File: src/rtl/linear_proj_out_collector.sv
// Collects one wide result beat per flag from the projection matmul array and
// serializes it into per-module BRAM writes at row-major tile addresses.
module linear_proj_out_collector #(
  parameter int WIDTH_OUT      = 16,
  parameter int BLOCK_SIZE     = 2,
  parameter int NUM_CORES_A    = 2,
  parameter int NUM_CORES_B    = 1,
  parameter int TOTAL_MODULES  = 4,
  parameter int ROW_SIZE_MAT_C = 1,
  parameter int COL_SIZE_MAT_C = 1,
  parameter int MODULE_W       = WIDTH_OUT * BLOCK_SIZE * BLOCK_SIZE * NUM_CORES_A * NUM_CORES_B,
  parameter int MAX_FLAG       = ROW_SIZE_MAT_C * COL_SIZE_MAT_C,
  parameter int ADDR_WIDTH     = (MAX_FLAG * TOTAL_MODULES > 1) ? $clog2(MAX_FLAG * TOTAL_MODULES) : 1
) (
  input  logic                              clk,
  input  logic                              rst,
  input  logic                              start,
  input  logic                              in_valid,
  output logic                              in_ready,
  input  logic [TOTAL_MODULES*MODULE_W-1:0] in_data,
  output logic                              wr_en,
  output logic [ADDR_WIDTH-1:0]             wr_addr,
  output logic [MODULE_W-1:0]               wr_data,
  output logic [$clog2(MAX_FLAG+1)-1:0]     flag_cnt,
  output logic                              busy,
  output logic                              done
);

  localparam int M_W   = (TOTAL_MODULES > 1) ? $clog2(TOTAL_MODULES) : 1;
  localparam int ROW_W = (ROW_SIZE_MAT_C > 1) ? $clog2(ROW_SIZE_MAT_C) : 1;
  localparam int COL_W = (COL_SIZE_MAT_C > 1) ? $clog2(COL_SIZE_MAT_C) : 1;
  localparam int FC_W  = $clog2(MAX_FLAG + 1);

  typedef enum logic [1:0] {S_IDLE, S_WAIT, S_DRAIN, S_DONE} state_t;

  state_t                            state_q, state_d;
  logic [TOTAL_MODULES*MODULE_W-1:0] cap_q, cap_d;
  logic [M_W-1:0]                    m_q, m_d;
  logic [ROW_W-1:0]                  row_q, row_d;
  logic [COL_W-1:0]                  col_q, col_d;
  logic [FC_W-1:0]                   flag_cnt_q, flag_cnt_d;
  logic                              wr_en_q, wr_en_d;
  logic [ADDR_WIDTH-1:0]             wr_addr_q, wr_addr_d;
  logic [MODULE_W-1:0]               wr_data_q, wr_data_d;
  logic                              busy_q, busy_d;
  logic                              done_q, done_d;
  logic                              last_beat, final_flag, ready_c, accept;

  // Write outputs are derived from the next state so they line up with the state register.
  always_comb begin
    state_d    = state_q;
    cap_d      = cap_q;
    m_d        = m_q;
    row_d      = row_q;
    col_d      = col_q;
    flag_cnt_d = flag_cnt_q;
    last_beat  = (state_q == S_DRAIN) && (m_q == M_W'(TOTAL_MODULES - 1));
    final_flag = (flag_cnt_q == FC_W'(MAX_FLAG - 1));
    ready_c    = (state_q == S_WAIT) || (last_beat && !final_flag);
    accept     = ready_c && in_valid;

    case (state_q)
      S_IDLE: begin
        if (start) begin
          state_d    = S_WAIT;
          m_d        = '0;
          row_d      = '0;
          col_d      = '0;
          flag_cnt_d = '0;
        end else begin
          state_d = S_IDLE;
        end
      end
      S_WAIT: begin
        if (accept) begin
          state_d = S_DRAIN;
          m_d     = '0;
        end else begin
          state_d = S_WAIT;
        end
      end
      S_DRAIN: begin
        if (!last_beat) begin
          m_d = m_q + M_W'(1);
        end else begin
          m_d        = '0;
          flag_cnt_d = flag_cnt_q + FC_W'(1);
          if (col_q == COL_W'(COL_SIZE_MAT_C - 1)) begin
            col_d = '0;
            row_d = (row_q == ROW_W'(ROW_SIZE_MAT_C - 1)) ? '0 : row_q + ROW_W'(1);
          end else begin
            col_d = col_q + COL_W'(1);
          end
          if (final_flag) begin
            state_d = S_DONE;
          end else if (accept) begin
            state_d = S_DRAIN;
          end else begin
            state_d = S_WAIT;
          end
        end
      end
      S_DONE:  state_d = S_IDLE;
      default: state_d = S_IDLE;
    endcase

    if (accept) begin
      cap_d = in_data;
    end else begin
      cap_d = cap_q;
    end

    wr_en_d = (state_d == S_DRAIN);
    if (wr_en_d) begin
      wr_addr_d = ADDR_WIDTH'((32'(row_d) * COL_SIZE_MAT_C + 32'(col_d)) * TOTAL_MODULES + 32'(m_d));
      wr_data_d = cap_d[32'(m_d)*MODULE_W +: MODULE_W];
    end else begin
      wr_addr_d = wr_addr_q;
      wr_data_d = wr_data_q;
    end
    busy_d = (state_d == S_WAIT) || (state_d == S_DRAIN);
    done_d = (state_d == S_DONE);
  end

  // State, capture and output registers.
  always_ff @(posedge clk) begin
    if (rst) begin
      state_q    <= S_IDLE;
      cap_q      <= '0;
      m_q        <= '0;
      row_q      <= '0;
      col_q      <= '0;
      flag_cnt_q <= '0;
      wr_en_q    <= 1'b0;
      wr_addr_q  <= '0;
      wr_data_q  <= '0;
      busy_q     <= 1'b0;
      done_q     <= 1'b0;
    end else begin
      state_q    <= state_d;
      cap_q      <= cap_d;
      m_q        <= m_d;
      row_q      <= row_d;
      col_q      <= col_d;
      flag_cnt_q <= flag_cnt_d;
      wr_en_q    <= wr_en_d;
      wr_addr_q  <= wr_addr_d;
      wr_data_q  <= wr_data_d;
      busy_q     <= busy_d;
      done_q     <= done_d;
    end
  end

  assign in_ready = ready_c;
  assign wr_en    = wr_en_q;
  assign wr_addr  = wr_addr_q;
  assign wr_data  = wr_data_q;
  assign flag_cnt = flag_cnt_q;
  assign busy     = busy_q;
  assign done     = done_q;

endmodule

File: config.mk
export PLATFORM = sky130hd
export DESIGN_NAME = linear_proj_out_collector
export DESIGN_NICKNAME = d
export VERILOG_FILES = /design/src/rtl/linear_proj_out_collector.sv
export SDC_FILE = /design/constraint.sdc
export NUM_CORES = 2
export LEC_CHECK = 0
export ABC_AREA = 1
export CAP_MARGIN = 20
export CORE_MARGIN = 3
export CORE_UTILIZATION = 40
export CTS_CLUSTER_DIAMETER = 150
export DETAILED_ROUTE_END_ITERATION = 6
export DONT_BUFFER_PORTS = 1
export PLACE_DENSITY = 0.59
export SETUP_SLACK_MARGIN = 0.05
export SKIP_LAST_GASP = 1
export SLEW_MARGIN = 20
export SYNTH_ARGS = -nofsm -noshare
export SYNTH_HDL_FRONTEND = slang
export SYNTH_SLANG_ARGS = --single-unit
export TNS_END_PERCENT = 1
File: constraint.sdc
create_clock -name clk -period 3.6 [get_ports clk]
set_input_delay 0.72 -clock clk [delete_from_list [all_inputs] [get_ports clk]]
set_output_delay 0.72 -clock clk [all_outputs]
set_load 0.02 [all_outputs]
Word level (Yosys, flattened, before mapping)
Index checks and enable logic that the tools add are counted.
- register bits: 650
- latch bits: 0
- bits in writable memories: 0
- memory bits (read-only): 0
- input bits: 516
- output and inout bits: 135
- logic and storage cells: 43
- memories: 0
- add/subtract/negate cells: 3
- multipliers: 0
- divide/modulo/power cells: 0
- magnitude comparators: 0
- eq/ne operators: 9
- shifts and indexed selects: 1
- mux-type cells: 13
- bitwise operators: 0
- reduce and logical (&&, ||, !) cells: 8
- operator list (cell ; number):
    2-to-1 mux 512 bit ; 1
    indexed part select 512 x 10 -> 128 bit ; 1
    2-to-1 mux 2 bit ; 6
    equality test 2 bit (second input constant) ; 5
    case mux 2 bit (4 select lines) ; 1
    case mux 2 bit (3 select lines) ; 1
    equality test 2 x 1 -> 1 bit (second input constant) ; 2
    != test 2 bit (second input constant) ; 2
    logical AND 1 bit ; 3
    2-to-1 mux 1 bit ; 3
    AND reduction 3 bit ; 1
    adder 1 x 2 -> 2 bit (first input constant) ; 1
    adder 2 x 1 -> 2 bit (second input constant) ; 1
    zero test 2 bit ; 1
    logical OR 1 bit ; 2
    case mux 1 bit (2 select lines) ; 1
    nonzero test 2 bit ; 1
    adder 1 bit (second input constant) ; 1

Depth between registers and ports, before layout
- depth in word-level cells: 11
- mapped depth: 16
- mapped depth without buffers: 13

Worst setup path before layout
OpenSTA, ideal clock, no wires.
- kind: input to register
- start: input in_valid
- end: register wr_data_q[126], in the netlist wr_data[126]
- library setup time: 109 ps
- arrival time: 2775 ps
- data required time: 3491 ps
- slack: 716 ps
- cell stages on the path: 13
- path buffers: 7
- cell sequence: clkbuf_2 > buf_2 > buf_2 > buf_2 > inv_1 > a22oi_1 > ha_1 > clkbuf_1 > clkbuf_1 > buf_1 > nand3_1 > nand2_1 > inv_1
- cells in the longest elaborated chain, start to end: 6
- elaborated cells between the ends (all ways): 10
- those cells by class: 1 x eq/ne; 1 x shift; 7 x mux; 1 x reduce/logical
- ends and longest elaborated chain (what ; line ; RTL):
    from (decl) ; 18 ; input logic in_valid,
    logical AND 1 bit (*) ; 60 ; accept = ready_c && in_valid;
    2-to-1 mux 2 bit (*) ; 75, 96 ;
    2-to-1 mux 2 bit ; 94 ; if (final_flag) begin
    2-to-1 mux 2 bit ; 83 ; if (!last_beat) begin
    case mux 2 bit (4 select lines) (*) ; 62 ; case (state_q)
    net state_d[1] ; 36 ; state_t state_q, state_d;
    equality test 2 bit (*) ; 113 ; wr_en_d = (state_d == S_DRAIN);
    to (signal assigned) ; 148 ; wr_data_q <= wr_data_d;
    to (decl) ; 44 ; logic [MODULE_W-1:0] wr_data_q, wr_data_d;
The timed path passes the listed nets; every way through them passes the cells marked *.
A chain may end at the register's enable or synchronous reset.

Worst setup path in the final report
- start: register m_q[1]
- end: register wr_data_q[107], in the netlist wr_data[107]
- cells in the longest elaborated chain, start to end: 10
- elaborated cells between the ends (all ways): 17
- those cells by class: 1 x add/sub; 2 x eq/ne; 1 x shift; 9 x mux; 4 x reduce/logical
- ends and longest elaborated chain (what ; line ; RTL):
    from (decl) ; 38 ; logic [M_W-1:0] m_q, m_d;
    from (signal assigned) ; 142 ; m_q <= m_d;
    equality test 2 bit (*) ; 57 ; last_beat = (state_q == S_DRAIN) && (m_q == M_W'(TOTAL_MODULES - 1));
    logical AND 1 bit (*) ; 57 ;
    logical AND 1 bit ; 59 ; ready_c = (state_q == S_WAIT) || (last_beat && !final_flag);
    logical OR 1 bit ; 59 ;
    logical AND 1 bit ; 60 ;
    2-to-1 mux 2 bit ; 75, 96 ;
    2-to-1 mux 2 bit ; 94 ;
    2-to-1 mux 2 bit ; 83 ;
    case mux 2 bit (4 select lines) (*) ; 62 ;
    net state_d[1] ; 36 ;
    equality test 2 bit (*) ; 113 ;
Marked as above.

==> impl_metrics.ini <==
[drt]
antenna_left = 0
firstDrtPassIters = 7
drt-initial-drc-count = 2332
route.detailed.drc = 0
vias = 27800
routedWlPerCell_um = 21.1
routed_wl_mm = 101
via_per_inst = 5.78

[power_and_ir_drop]
p_leak_nw = 12.0
power_density_nw_per_um2 = 554
vdd_drop_max_mv = 0.371

[global_routing]
grt_remaining_overflow = 0
grt_max_degree = 643
grt_pass1_vias = 25500
grt_pass1_wl_mm = 155
grt_usage = 0.251
antenna_found_initial = 26

[synth]
synth_flop_cell = dfxtp_1
synth_nets = 4580
ys_seq_area_frac = 0.445
yosysMostFrequentCell = nand3_1
synth_top_area_frac = 0.445
synth_area_leaders = dfxtp_1 (45%), nand3_1 (15%), nand4_1 (11%)
synth_top_cell_by_area = dfxtp_1
synth.distinct_cells = 25
synth_edf_count = 0
yosysWarningCount = 0
yosys-top-cells-count = nand3_1 (899), nand2_1 (656), dfxtp_1 (650), a21oi_1 (514), nand4_1 (512)
avgSynthCellArea_um2 = 7.20
synthArstFlopShare = 0
netlist_area_um2 = 29200
synth-seq-cells = 650
postSynthCellCount = 4060

[clock_network]
cts_tree = built
postCtsSetupBuffers = 0
cts.reportedPaths.clkPinSlew_ns = 0.06
htreeDepth = 3
clock-sinks = 650
cts.path.max_buffers = 3
cts-root-buf = clkbuf_16
hold_buffers = 0
clk_latency_ns = 0.62
cts_inserted_buffers = 75
ctsResizeCount = 0

[floorplanning]
ioPinCount = 651
core_um2 = 72000
fp.dieArea_um2 = 76300
fp.dieH_um = 276
die_x_um = 276
rows = 98
start_util = 0.406

[worst_setup_path]
required_ns = 4.15
worst-path-max-fanout = 21
crit_path_start_kind = flip-flop
path_cells = ha_1 > nand3_1 > o21ai_0 > a22oi_1 > ha_4 > inv_1 > buf_4 > nor2_1 > nand3_1 > nand3_1 > nand2_1 > inv_1
cp_slowest_cell = ha_4
endpoint_kind = flip-flop
cp.arrival_ns = 3.42
path_class = reg2reg
worst_path_most_repeated_cell = nand3_1
worstPathBufferInverterCount = 3
path_delay_family = simple AND/OR/NAND/NOR gates
cpPeakStageDelay_ns = 0.41

[sta]
finalClockSkew_ns = 0.0327
fmax_mhz = 348
finalHoldViolCount = 0
setup_tns_ns = 0
rsz0062_at_grt = false
slew_violations = 103
fin_ws_ns = 0.729
finalCritPeriodShare = 0.798
slew_headroom = -0.130
worst_pin_slew_ns = 1.69
setup_violations = 0
min_period_ns = 2.87

[placement]
place_ws_ns = 0.717
portBuffers = 0
gp_congestion = 0.847
dp_hpwl_mm = 61.4

[cells_and_area]
area_delta_synth_final_pct = 9.33
fill_cells = 7332
multi_input_area_um2 = 13900
drive_gt1_frac = 0.0482
seq_area_um2 = 13000
nNetsFinal = 4298

[run_status]
violations = max-slew violations
outcome = finished, violations left

[min_path]
hold_class = in2reg

[flow_run]
cap_violations = 0
## per-layer routing
| layer | GRT usage | routed length [µm] | vias up | part of all wire |
|---|---|---|---|---|
| li1 | - | - | 13700 | - |
| met1 | 0.335 | 43900 | 13000 | 0.43 |
| met2 | 0.377 | 45300 | 927 | 0.45 |
| met3 | 0.0677 | 8150 | 186 | 0.080 |
| met4 | 0.118 | 3970 | 6 | 0.039 |
| met5 | 0 | 46 | - | 0.00045 |
## power breakdown
group          total (mW)  switching (mW)  internal [mW]
logic                2.06            1.40          0.659
registers            7.85           0.408           7.45
clock network        7.78            3.21           4.57
## placed cells by master (no fill, tap or decap), types with 2 or more instances in the layout
| cell type | netlist | final |
|---|---|---|
| nand3_1 | 899 | 899 |
| nand2_1 | 656 | 655 |
| dfxtp_1 | 650 | 650 |
| a21oi_1 | 514 | 514 |
| nand4_1 | 512 | 512 |
| nor2_1 | 258 | 258 |
| inv_1 | 144 | 144 |
| clkbuf_16 | 0 | 77 |
| diode_2 | 0 | 26 |
| buf_4 | 8 | 25 |
| buf_12 | 0 | 23 |
| clkbuf_8 | 0 | 22 |
| clkinv_2 | 0 | 14 |
| clkbuf_1 | 178 | 12 |
| ha_1 | 4 | 3 |
| inv_2 | 3 | 2 |
| o21ai_0 | 2 | 2 |
| nand2_8 | 0 | 2 |
| inv_16 | 0 | 2 |
| inv_6 | 0 | 2 |
| bufinv_16 | 0 | 2 |
| clkinv_16 | 0 | 2 |
| clkinvlp_4 | 0 | 2 |
| clkinv_4 | 0 | 2 |
## final cells by class
| type | count | area share |
|---|---|---|
| multi-input cells | 2855 | 0.435 |
| inverters | 148 | 0.0176 |
| diodes | 26 | 0.00204 |
| clock buffers | 111 | 0.0712 |
| repair buffers | 48 | 0.0203 |
| well taps | 950 | 0.0372 |
| clock inverters | 26 | 0.00877 |
| flip-flops and latches | 650 | 0.407 |
## path summary, 6_finish.rpt
check	to	depth (start not counted)	startpoint	slack (ns)
setup / recovery	wr_data[107]$_SDFFE_PP0N_	12	m_q[1]$_SDFF_PP0_	0.73
hold reg to reg	cap_q[418]$_SDFF_PP0_	2	cap_q[418]$_SDFF_PP0_	0.46
setup reg to reg	wr_data[107]$_SDFFE_PP0N_	12	m_q[1]$_SDFF_PP0_	0.73
hold / removal	cap_q[418]$_SDFF_PP0_	1	rst	0.18
## per-stage QoR
stage | instances | power (mW) | util | hold WS, ns | area [µm²]
final | 4814 | 17.7 | 0.444 | 0.183 | 31900
after global routing | 4809 | 18.4 | 0.444 | 0.143 | 31900
after CTS | 4788 | 17.9 | 0.443 | 0.168 | 31900
after detailed placement | 4651 | 10.1 | 0.407 | 0.457 | 29300
after global placement | 4651 | 10.0 | 0.407 | 0.454 | 29300
after floorplan | 4060 | 9.66 | - | 0.446 | 29200
## state kept, by name, summed over array words and instances, names as in the netlist
signal    flops
done          1
cap_q       512
state_q       2
wr_data     128
wr_addr       2
wr_en         1
flag_cnt      1
busy          1
m_q           2
## cell families after synthesis
kind of cell,after synthesis,synth area share
buffers and inverters,555,0.0809
flip-flops,650,0.445
AO/OA/AOI/OAI,520,0.0894
adder cells (fa/ha/maj),4,0.00171
AND/OR/NAND/NOR,2331,0.383
Power figures use the tool's default switching activity.
